**src/rtl/miriscv_prefetch_buffer_if.sv**
```systemverilog
// Memory-side request/response and fetch-side pop signals of the prefetch buffer.
// master = prefetch buffer, slave = memory/fetch environment.
interface miriscv_prefetch_buffer_if #(
  parameter int unsigned XLEN = 32,
  parameter int unsigned ILEN = 32
) ();
  logic            instr_req_o;
  logic [XLEN-1:0] instr_addr_o;
  logic            instr_rvalid_i;
  logic [ILEN-1:0] instr_rdata_i;
  logic            pf_valid_o;
  logic [ILEN-1:0] pf_instr_o;
  logic [XLEN-1:0] pf_pc_o;
  logic [XLEN-1:0] pf_next_pc_o;
  logic            pf_ready_i;

  modport master (
    output instr_req_o, instr_addr_o, pf_valid_o, pf_instr_o, pf_pc_o, pf_next_pc_o,
    input  instr_rvalid_i, instr_rdata_i, pf_ready_i
  );

  modport slave (
    input  instr_req_o, instr_addr_o, pf_valid_o, pf_instr_o, pf_pc_o, pf_next_pc_o,
    output instr_rvalid_i, instr_rdata_i, pf_ready_i
  );
endinterface

```
**src/rtl/miriscv_prefetch_buffer.sv**
```systemverilog
// Instruction prefetch queue: issues sequential word requests ahead of demand and buffers
// in-order responses with PC/next-PC; flushes on boot load or redirect.
module miriscv_prefetch_buffer #(
  parameter int unsigned DEPTH = 4,
  parameter int unsigned XLEN  = 32,
  parameter int unsigned ILEN  = 32
) (
  input  logic                        clk_i,
  input  logic                        arstn_i,
  input  logic [XLEN-1:0]             boot_addr_i,
  input  logic                        boot_load_i,
  input  logic                        redirect_i,
  input  logic [XLEN-1:0]             redirect_pc_i,
  miriscv_prefetch_buffer_if.master   bus
);
  localparam int unsigned PW = $clog2(DEPTH);
  localparam int unsigned CW = PW + 1;

  typedef enum logic {IDLE, RUN} state_t;

  state_t          state;
  logic [CW-1:0]   fifo_cnt, outstanding, discard;
  logic [PW-1:0]   wptr, rptr;
  logic [XLEN-1:0] req_pc, resp_pc;

  logic [ILEN-1:0] instr_q [DEPTH];
  logic [XLEN-1:0] pc_q    [DEPTH];
  logic [XLEN-1:0] npc_q   [DEPTH];

  logic            flush, rsp, room, req, push, pop, head_valid;
  logic [XLEN-1:0] target, target_al;

  always_comb begin
    flush      = boot_load_i | redirect_i;
    target     = boot_load_i ? boot_addr_i : redirect_pc_i;
    target_al  = target & ~XLEN'(3);
    // A response with nothing outstanding (e.g. left over from before an async reset) is ignored.
    rsp        = bus.instr_rvalid_i & (outstanding != '0);
    room       = ({1'b0, fifo_cnt} + {1'b0, outstanding}) < (CW + 1)'(DEPTH);
    req        = (state == RUN) & ~flush & room;
    head_valid = (fifo_cnt != '0);
    push       = rsp & (discard == '0) & (state == RUN) & ~flush;
    pop        = bus.pf_ready_i & head_valid & ~flush;
  end

  assign bus.instr_req_o  = req;
  assign bus.instr_addr_o = req_pc;
  assign bus.pf_valid_o   = head_valid;
  assign bus.pf_instr_o   = head_valid ? instr_q[rptr] : ILEN'(32'h13);
  assign bus.pf_pc_o      = head_valid ? pc_q[rptr]    : '0;
  assign bus.pf_next_pc_o = head_valid ? npc_q[rptr]   : '0;

  always_ff @(posedge clk_i or negedge arstn_i) begin
    if (!arstn_i) begin
      state       <= IDLE;
      fifo_cnt    <= '0;
      outstanding <= '0;
      discard     <= '0;
      wptr        <= '0;
      rptr        <= '0;
      req_pc      <= '0;
      resp_pc     <= '0;
    end else if (flush) begin
      state       <= RUN;
      fifo_cnt    <= '0;
      wptr        <= '0;
      rptr        <= '0;
      req_pc      <= target_al;
      resp_pc     <= target_al;
      outstanding <= outstanding - CW'(rsp);
      discard     <= outstanding - CW'(rsp);
    end else begin
      outstanding <= outstanding + CW'(req) - CW'(rsp);
      if (req) req_pc <= req_pc + XLEN'(4);
      if (rsp && discard != '0) discard <= discard - CW'(1);
      if (push) begin
        resp_pc <= resp_pc + XLEN'(4);
        wptr    <= wptr + PW'(1);
      end
      if (pop) rptr <= rptr + PW'(1);
      if (push && !pop)      fifo_cnt <= fifo_cnt + CW'(1);
      else if (pop && !push) fifo_cnt <= fifo_cnt - CW'(1);
    end
  end

  always_ff @(posedge clk_i) begin
    if (push) begin
      instr_q[wptr] <= bus.instr_rdata_i;
      pc_q[wptr]    <= resp_pc;
      npc_q[wptr]   <= resp_pc + XLEN'(4);
    end
  end

  always_ff @(posedge clk_i) begin
    if (arstn_i && push && !pop) assert (fifo_cnt != CW'(DEPTH));
  end
endmodule

```
**src/flat_wrapper.sv**
```systemverilog
// flat-port wrapper written by rule: the top's interface ports become plain ports
module miriscv_prefetch_buffer_flat 
#(
  parameter int unsigned DEPTH = 4,
  parameter int unsigned XLEN  = 32,
  parameter int unsigned ILEN  = 32
)
  (clk_i, arstn_i, boot_addr_i, boot_load_i, redirect_i, redirect_pc_i, bus_instr_req_o, bus_instr_addr_o, bus_pf_valid_o, bus_pf_instr_o, bus_pf_pc_o, bus_pf_next_pc_o, bus_instr_rvalid_i, bus_instr_rdata_i, bus_pf_ready_i);
  miriscv_prefetch_buffer_if #(.XLEN(XLEN), .ILEN(ILEN)) bus_i ();
  input  logic clk_i;
  input  logic arstn_i;
  input  logic [XLEN-1:0] boot_addr_i;
  input  logic boot_load_i;
  input  logic redirect_i;
  input  logic [XLEN-1:0] redirect_pc_i;
  output wire logic [$bits(bus_i.instr_req_o)-1:0] bus_instr_req_o;
  output wire logic [$bits(bus_i.instr_addr_o)-1:0] bus_instr_addr_o;
  output wire logic [$bits(bus_i.pf_valid_o)-1:0] bus_pf_valid_o;
  output wire logic [$bits(bus_i.pf_instr_o)-1:0] bus_pf_instr_o;
  output wire logic [$bits(bus_i.pf_pc_o)-1:0] bus_pf_pc_o;
  output wire logic [$bits(bus_i.pf_next_pc_o)-1:0] bus_pf_next_pc_o;
  input wire logic [$bits(bus_i.instr_rvalid_i)-1:0] bus_instr_rvalid_i;
  input wire logic [$bits(bus_i.instr_rdata_i)-1:0] bus_instr_rdata_i;
  input wire logic [$bits(bus_i.pf_ready_i)-1:0] bus_pf_ready_i;
  assign bus_instr_req_o = bus_i.instr_req_o;
  assign bus_instr_addr_o = bus_i.instr_addr_o;
  assign bus_pf_valid_o = bus_i.pf_valid_o;
  assign bus_pf_instr_o = bus_i.pf_instr_o;
  assign bus_pf_pc_o = bus_i.pf_pc_o;
  assign bus_pf_next_pc_o = bus_i.pf_next_pc_o;
  assign bus_i.instr_rvalid_i = bus_instr_rvalid_i;
  assign bus_i.instr_rdata_i = bus_instr_rdata_i;
  assign bus_i.pf_ready_i = bus_pf_ready_i;
  miriscv_prefetch_buffer #(.DEPTH(DEPTH), .XLEN(XLEN), .ILEN(ILEN)) u_core (.clk_i(clk_i), .arstn_i(arstn_i), .boot_addr_i(boot_addr_i), .boot_load_i(boot_load_i), .redirect_i(redirect_i), .redirect_pc_i(redirect_pc_i), .bus(bus_i));
endmodule
```
**config.mk**
```make
export PLATFORM = sky130hd
export DESIGN_NAME = miriscv_prefetch_buffer_flat
export DESIGN_NICKNAME = d
export VERILOG_FILES = /design/src/rtl/miriscv_prefetch_buffer_if.sv /design/src/rtl/miriscv_prefetch_buffer.sv /design/src/flat_wrapper.sv
export SDC_FILE = /design/constraint.sdc
export NUM_CORES = 1
export LEC_CHECK = 0
export ABC_AREA = 1
export CORE_MARGIN = 2
export CORE_UTILIZATION = 35
export DETAILED_ROUTE_END_ITERATION = 7
export PLACE_DENSITY = 0.56
export SETUP_SLACK_MARGIN = 0.02
export SLEW_MARGIN = 40
export SYNTH_ARGS = -nofsm -noshare
export SYNTH_HDL_FRONTEND = slang
export SYNTH_SLANG_ARGS = --single-unit
```
**constraint.sdc**
```tcl
create_clock -name clk_i -period 6.3 [get_ports clk_i]
set_input_delay 1.89 -clock clk_i [delete_from_list [all_inputs] [get_ports clk_i]]
set_output_delay 1.89 -clock clk_i [all_outputs]
set_load 0.01 [all_outputs]
```
Yosys cells after proc, flatten, opt, wreduce, memory -nomap -nowiden
Memory sizes are Yosys's and may differ from the RTL's.
Cells that the tools add are included.
{ "op_classes": {"n_addsub": 11, "order_cmp": 1, "muxes": 20, "bitwise_logic": 10, "reduce_logical": 14} }
{ "op_table": {"columns": ["op", "n"], "rows": [
  ["two-way mux 32 bit", 8],
  ["adder 32 x 3 -> 32 bit (second input constant)", 2],
  ["two-way mux 3 bit", 6],
  ["nonzero test 3 bit", 4],
  ["bitwise AND 1 bit", 8],
  ["two-way mux 2 bit", 4],
  ["nonzero test 2 bit", 4],
  ["subtractor 3 x 1 -> 3 bit", 2],
  ["subtractor 3 x 1 -> 3 bit (second input constant)", 2],
  ["adder 2 x 1 -> 2 bit (second input constant)", 2],
  ["adder 3 x 3 -> 4 bit", 1],
  ["< comparator 4 x 3 -> 1 bit (second input constant)", 1],
  ["adder 3 x 1 -> 3 bit", 1],
  ["adder 3 x 1 -> 3 bit (second input constant)", 1],
  ["logical AND 1 bit", 3],
  ["zero test 3 bit", 1],
  ["zero test 1 bit", 2],
  ["two-way mux 1 bit", 2],
  ["inverter 1 bit", 1],
  ["bitwise OR 1 bit", 1]
]} }
{ "totals": {"reg_bits": 78, "mem_bits_rw": 384, "inputBits": 102, "out_inout_bits": 130, "elab_cells": 67, "n_memories": 3} }
{ "mem_list": {"columns": ["memory", "words", "width", "rd", "rd_clocked_by_memory_dff", "wr", "line", "rtl"], "rows": [
  ["u_core.instr_q", 4, 32, 1, 0, 1, "miriscv_prefetch_buffer.sv:26", "logic [ILEN-1:0] instr_q [DEPTH];"],
  ["u_core.npc_q", 4, 32, 1, 0, 1, "miriscv_prefetch_buffer.sv:28", "logic [XLEN-1:0] npc_q [DEPTH];"],
  ["u_core.pc_q", 4, 32, 1, 0, 1, "miriscv_prefetch_buffer.sv:27", "logic [XLEN-1:0] pc_q [DEPTH];"]
]} }

Depth between registers and ports, before layout
{ "depth": {"word_depth": 10, "ltp_mapped": 14, "ltp_nobuf": 13} }

Worst setup path after synthesis
No wires, ideal clock.
{ "synth_path": {"path_kind": "input -> register", "from": "input bus_instr_rvalid_i", "to": "memory u_core.instr_q[0][0], enable pin", "setup_ns": 0.543, "t_arrival_ns": 6.333, "required_time_ns": 5.757, "slack_ns": -0.576, "path_stages": 6, "path_buffers": 0, "path_cell_list": "inv_1 -> a31oi_4 -> nand2_1 -> nor2_2 -> inv_1 -> nor2_1"} }
{ "synth_between": {"elab_chain_cells": 6} }
{ "synth_rtl": {"columns": ["item", "line", "rtl"], "rows": [
  ["from (decl)", "flat_wrapper.sv:22", "input wire logic [$bits(bus_i.instr_rvalid_i)-1:0] bus_instr_rvalid_i;"],
  ["bitwise AND 1 bit", "miriscv_prefetch_buffer.sv:38", "rsp = bus.instr_rvalid_i & (outstanding != '0);"],
  ["bitwise AND 1 bit (3 in a row)", "miriscv_prefetch_buffer.sv:42", "push = rsp & (discard == '0) & (state == RUN) & ~flush;"],
  ["two-way mux 1 bit", "miriscv_prefetch_buffer.sv:87", "if (push) begin"],
  ["two-way mux 1 bit (not written as such)", "miriscv_prefetch_buffer.sv:88", "instr_q[wptr] <= bus.instr_rdata_i;"],
  ["to (decl)", "miriscv_prefetch_buffer.sv:26", null]
]} }
Every way passes these cells.

Worst setup path after layout
{ "layout_path": {"from": "input boot_load_i", "to": "output bus_instr_req_o"} }
{ "layout_between": {"elab_chain_cells": 4} }
{ "layout_rtl": {"columns": ["item", "line", "rtl"], "rows": [
  ["from (decl)", "flat_wrapper.sv:13", "input logic boot_load_i;"],
  ["bitwise OR 1 bit", "miriscv_prefetch_buffer.sv:34", "flush = boot_load_i | redirect_i;"],
  ["inverter 1 bit", "miriscv_prefetch_buffer.sv:40", "req = (state == RUN) & ~flush & room;"],
  ["bitwise AND 1 bit (2 in a row)", "miriscv_prefetch_buffer.sv:40", null],
  ["to (decl)", "flat_wrapper.sv:16", "output wire logic [$bits(bus_i.instr_req_o)-1:0] bus_instr_req_o;"]
]} }
Every way passes these cells.

==> results.md <==
- Global-route wire length before repair: 82.4 mm
- Die X: 242 µm
- Largest net degree at the start of global routing: 103
- Util after Layout: 0.434
- Nets: 2275
- Port bufs: 221
- Commonest non-fill, non-tap cells in the layout: 568 x nor2_1, 368 x edfxtp_1, 220 x clkdlybuf4s50_1, 214 x o21ai_0, 207 x nand2_1
- Clock share of power: 0.371
- Max layer used: met4
- Crit Path Max Fanout: 16
- Total Wirelength: 54.4 mm
- Clk slew on worst S/H paths: 0.06 ns
- Inserted Clock Buffers: 46
- Slew HR: 0.490
- Grt ovf: 0
- Hold Path Class: register to register
- Final ANT Viol Nets: 0
- Share of async-settable or async-resettable flops after synthesis: 0.167
- Setup WS pre-CTS: 0.707 ns
- RSZ-0062 raised after global routing: no
- Setup Skew: 0.0107 ns
- GRT Resource Usage Total: 0.182
- Hold-fix buffers, CTS: 0
- Commonest non-fill, non-tap cell in the layout: nor2_1
- Sequential area share after synthesis: 0.651
- CP startpoint: boot_load_i
- Max VDD drop: 155 µV
- Post-Syn Area: 19800 µm²
- HP Start: u_core.state
- Overall Power: 0.00704 W
- Initial DRT Pass Iterations: 5
- Post-CTS Setup Bufs: 0
- CTS Sinks: 442
- Fin. Hold Viols: 0
- Outcome: completed
- HPWL after DPL: 33.7 mm
- Switching power: 0.00182 W
- Maxcap violations: 0
- Slew at the pin with the worst max-slew slack: 0.763 ns
- Site Rows: 87
- Sequential power share: 0.500
- Worst Path Arrival: 3.72 ns
- Resize count post-CTS: 0
- Routability-driven placement congestion ratio: 0.863
- Wl on met1: 24.3 mm
- Min Tclk post-route: 5.61 ns
- Kind of critical path: input pin to primary output
- Met3 WL: 3.50 mm
- Core Box Area: 56200 µm²
- Count of pins over their slew limit: 0
- Synth unique cells: 42
- Wire length on met2: 25.5 mm
- Fraction of layout cells with a size suffix above 1: 0.0641
- Iteration-0 DRC Markers: 1003
- Final setup fails: 0
- Placed cells: 2864
- Cell count after synthesis: 1957
- Ys Warns: 0
- Antenna fix cells: 0
- Lkg Pwr: 8.81 nW
- Internal power: 0.00523 W
- Ports: 232
- Comb power frac: 0.129
- Initial Util: 0.353
- CTS tree: yes
- Vias per cell: 4.94
- Initial antenna violation count: 0
- Area grow syn2layout: 22.8%
- Residual DRC: 0
- H-tree levels: 2
- Mapped Avg Cell Area: 10.1 µm²
- Clk_lat worst skew: 0.57 ns
- Root buffer cell: clkbuf_16
- Number of global-route vias before repair: 13836
- Final WS setup: 0.692 ns
- Power Density: 289 nW/µm²
- #FFs+latches synth: 442
- DIE AREA: 58600 µm²
- Wirelength per Cell: 18.5 µm
- Via Count: 14513
- Post-synth EDFFs: 368
- Req. time, crit path: 4.41 ns
- Max Clock Freq: 0.178 GHz
- Switching Share: 0.258
- Worst r2r src: u_core.discard[0]
- Final std cells w/o fill: 2940
- CP endpoint kind: primary output
- Fin crit share: 0.890
- Die Y: 242 µm
- Clk buf depth: 3
- Startpoint types: input pin
- Synth Flop Type: edfxtp_1
## path summary, 6_finish.rpt
check / slack [ns] / cells after the start / endpoint
setup reg to reg: 3.25 / 10 / u_core.instr_q[3][9]
min in group asynchronous: 1.31 / 1 / u_core.bus.instr_addr_o[20]
max in group asynchronous: 4.03 / 2 / u_core.rptr[0]
hold reg to reg: 0.48 / 2 / u_core.state
setup / recovery: 0.69 / 8 / bus_instr_req_o
hold / removal: 0.48 / 2 / u_core.state
## cell usage after synthesis (4+ instances only)
master | instances | area share
nand4_1 | 4 | 0.0013
nor2_1 | 573 | 0.11
nor2_2 | 8 | 0.0025
nand2_2 | 7 | 0.0022
xor2_2 | 5 | 0.0041
nand2_4 | 4 | 0.0023
inv_1 | 88 | 0.017
nand3b_1 | 4 | 0.0015
ha_1 | 15 | 0.0095
buf_2 | 39 | 0.0098
xor2_1 | 12 | 0.0053
o21ai_0 | 214 | 0.054
xnor2_1 | 4 | 0.0018
buf_4 | 9 | 0.0034
inv_2 | 4 | 0.00076
nand2_1 | 207 | 0.039
and2_1 | 5 | 0.0016
o21bai_1 | 6 | 0.0023
a31oi_1 | 9 | 0.0028
edfxtp_1 | 368 | 0.56
o21ai_1 | 8 | 0.0020
dfrtp_1 | 74 | 0.093
a21oi_1 | 150 | 0.038
nand3_1 | 55 | 0.014
clkbuf_1 | 52 | 0.0098
## logic make-up after synthesis
group / count (synthesis) / share of synthesized area
compound gates: 399 / 0.104
xor+xnor: 21 / 0.0112
fa+ha+maj: 17 / 0.0115
buf+inv: 195 / 0.0411
flops: 442 / 0.651
other cells: 1 / 0.000189
simple gates: 882 / 0.181
## power groups by stage
stage	Sequential [W]	Clock, W	Combinational [W]
after floorplan	0.00354	0	0.000509
after global placement	0.00357	0	0.000896
after detailed placement	0.00358	0	0.000916
after CTS	0.00352	0.00268	0.000922
after global routing	0.00354	0.00279	0.00102
final	0.00352	0.00262	0.000909
## area by class of cell
| class | instances | area (µm²) |
|---|---|---|
| sequential | 442 | 12900 |
| clock inverter | 15 | 135 |
| fill | 5402 | 31800 |
| tap | 756 | 946 |
| multi-input combinational | 1325 | 6190 |
| clock buffer | 61 | 1290 |
| inverter | 92 | 349 |
| timing repair buffer | 249 | 2540 |
## registers in the layout (all words and copies together), names as in the netlist, 3 cells and up
| name | count |
|---|---|
| u_core.bus.instr_addr_o | 30 |
| u_core.fifo_cnt | 3 |
| u_core.npc_q | 120 |
| u_core.instr_q | 128 |
| u_core.discard | 3 |
| u_core.outstanding | 3 |
| u_core.pc_q | 120 |
| u_core.resp_pc | 30 |
## metrics by stage
stage	TNS (ns)	instance area (µm²)	hold slack (ns)
finish	0	24400	0.483
global route	0	24400	0.508
CTS	0	24400	0.488
detailed placement	0	22900	0.474
global placement	0	22900	0.465
floorplan	-211.95	19900	0.444
## metal layers
metal	up-vias	global-route usage
li1	7017	-
met1	7004	0.247
met2	415	0.297
met3	77	0.0371
met4	0	0.0483
met5	-	0
## critical path: stages
cell and delay, ns:
clkdlybuf4s50_1 0.44, inv_2 0.09, nand2_4 0.16, nor2_2 0.14, nand4_2 0.08, buf_4 0.17, inv_1 0.16, clkdlybuf4s50_1 0.58
Note: power is estimated with default switching activity, not from simulation.
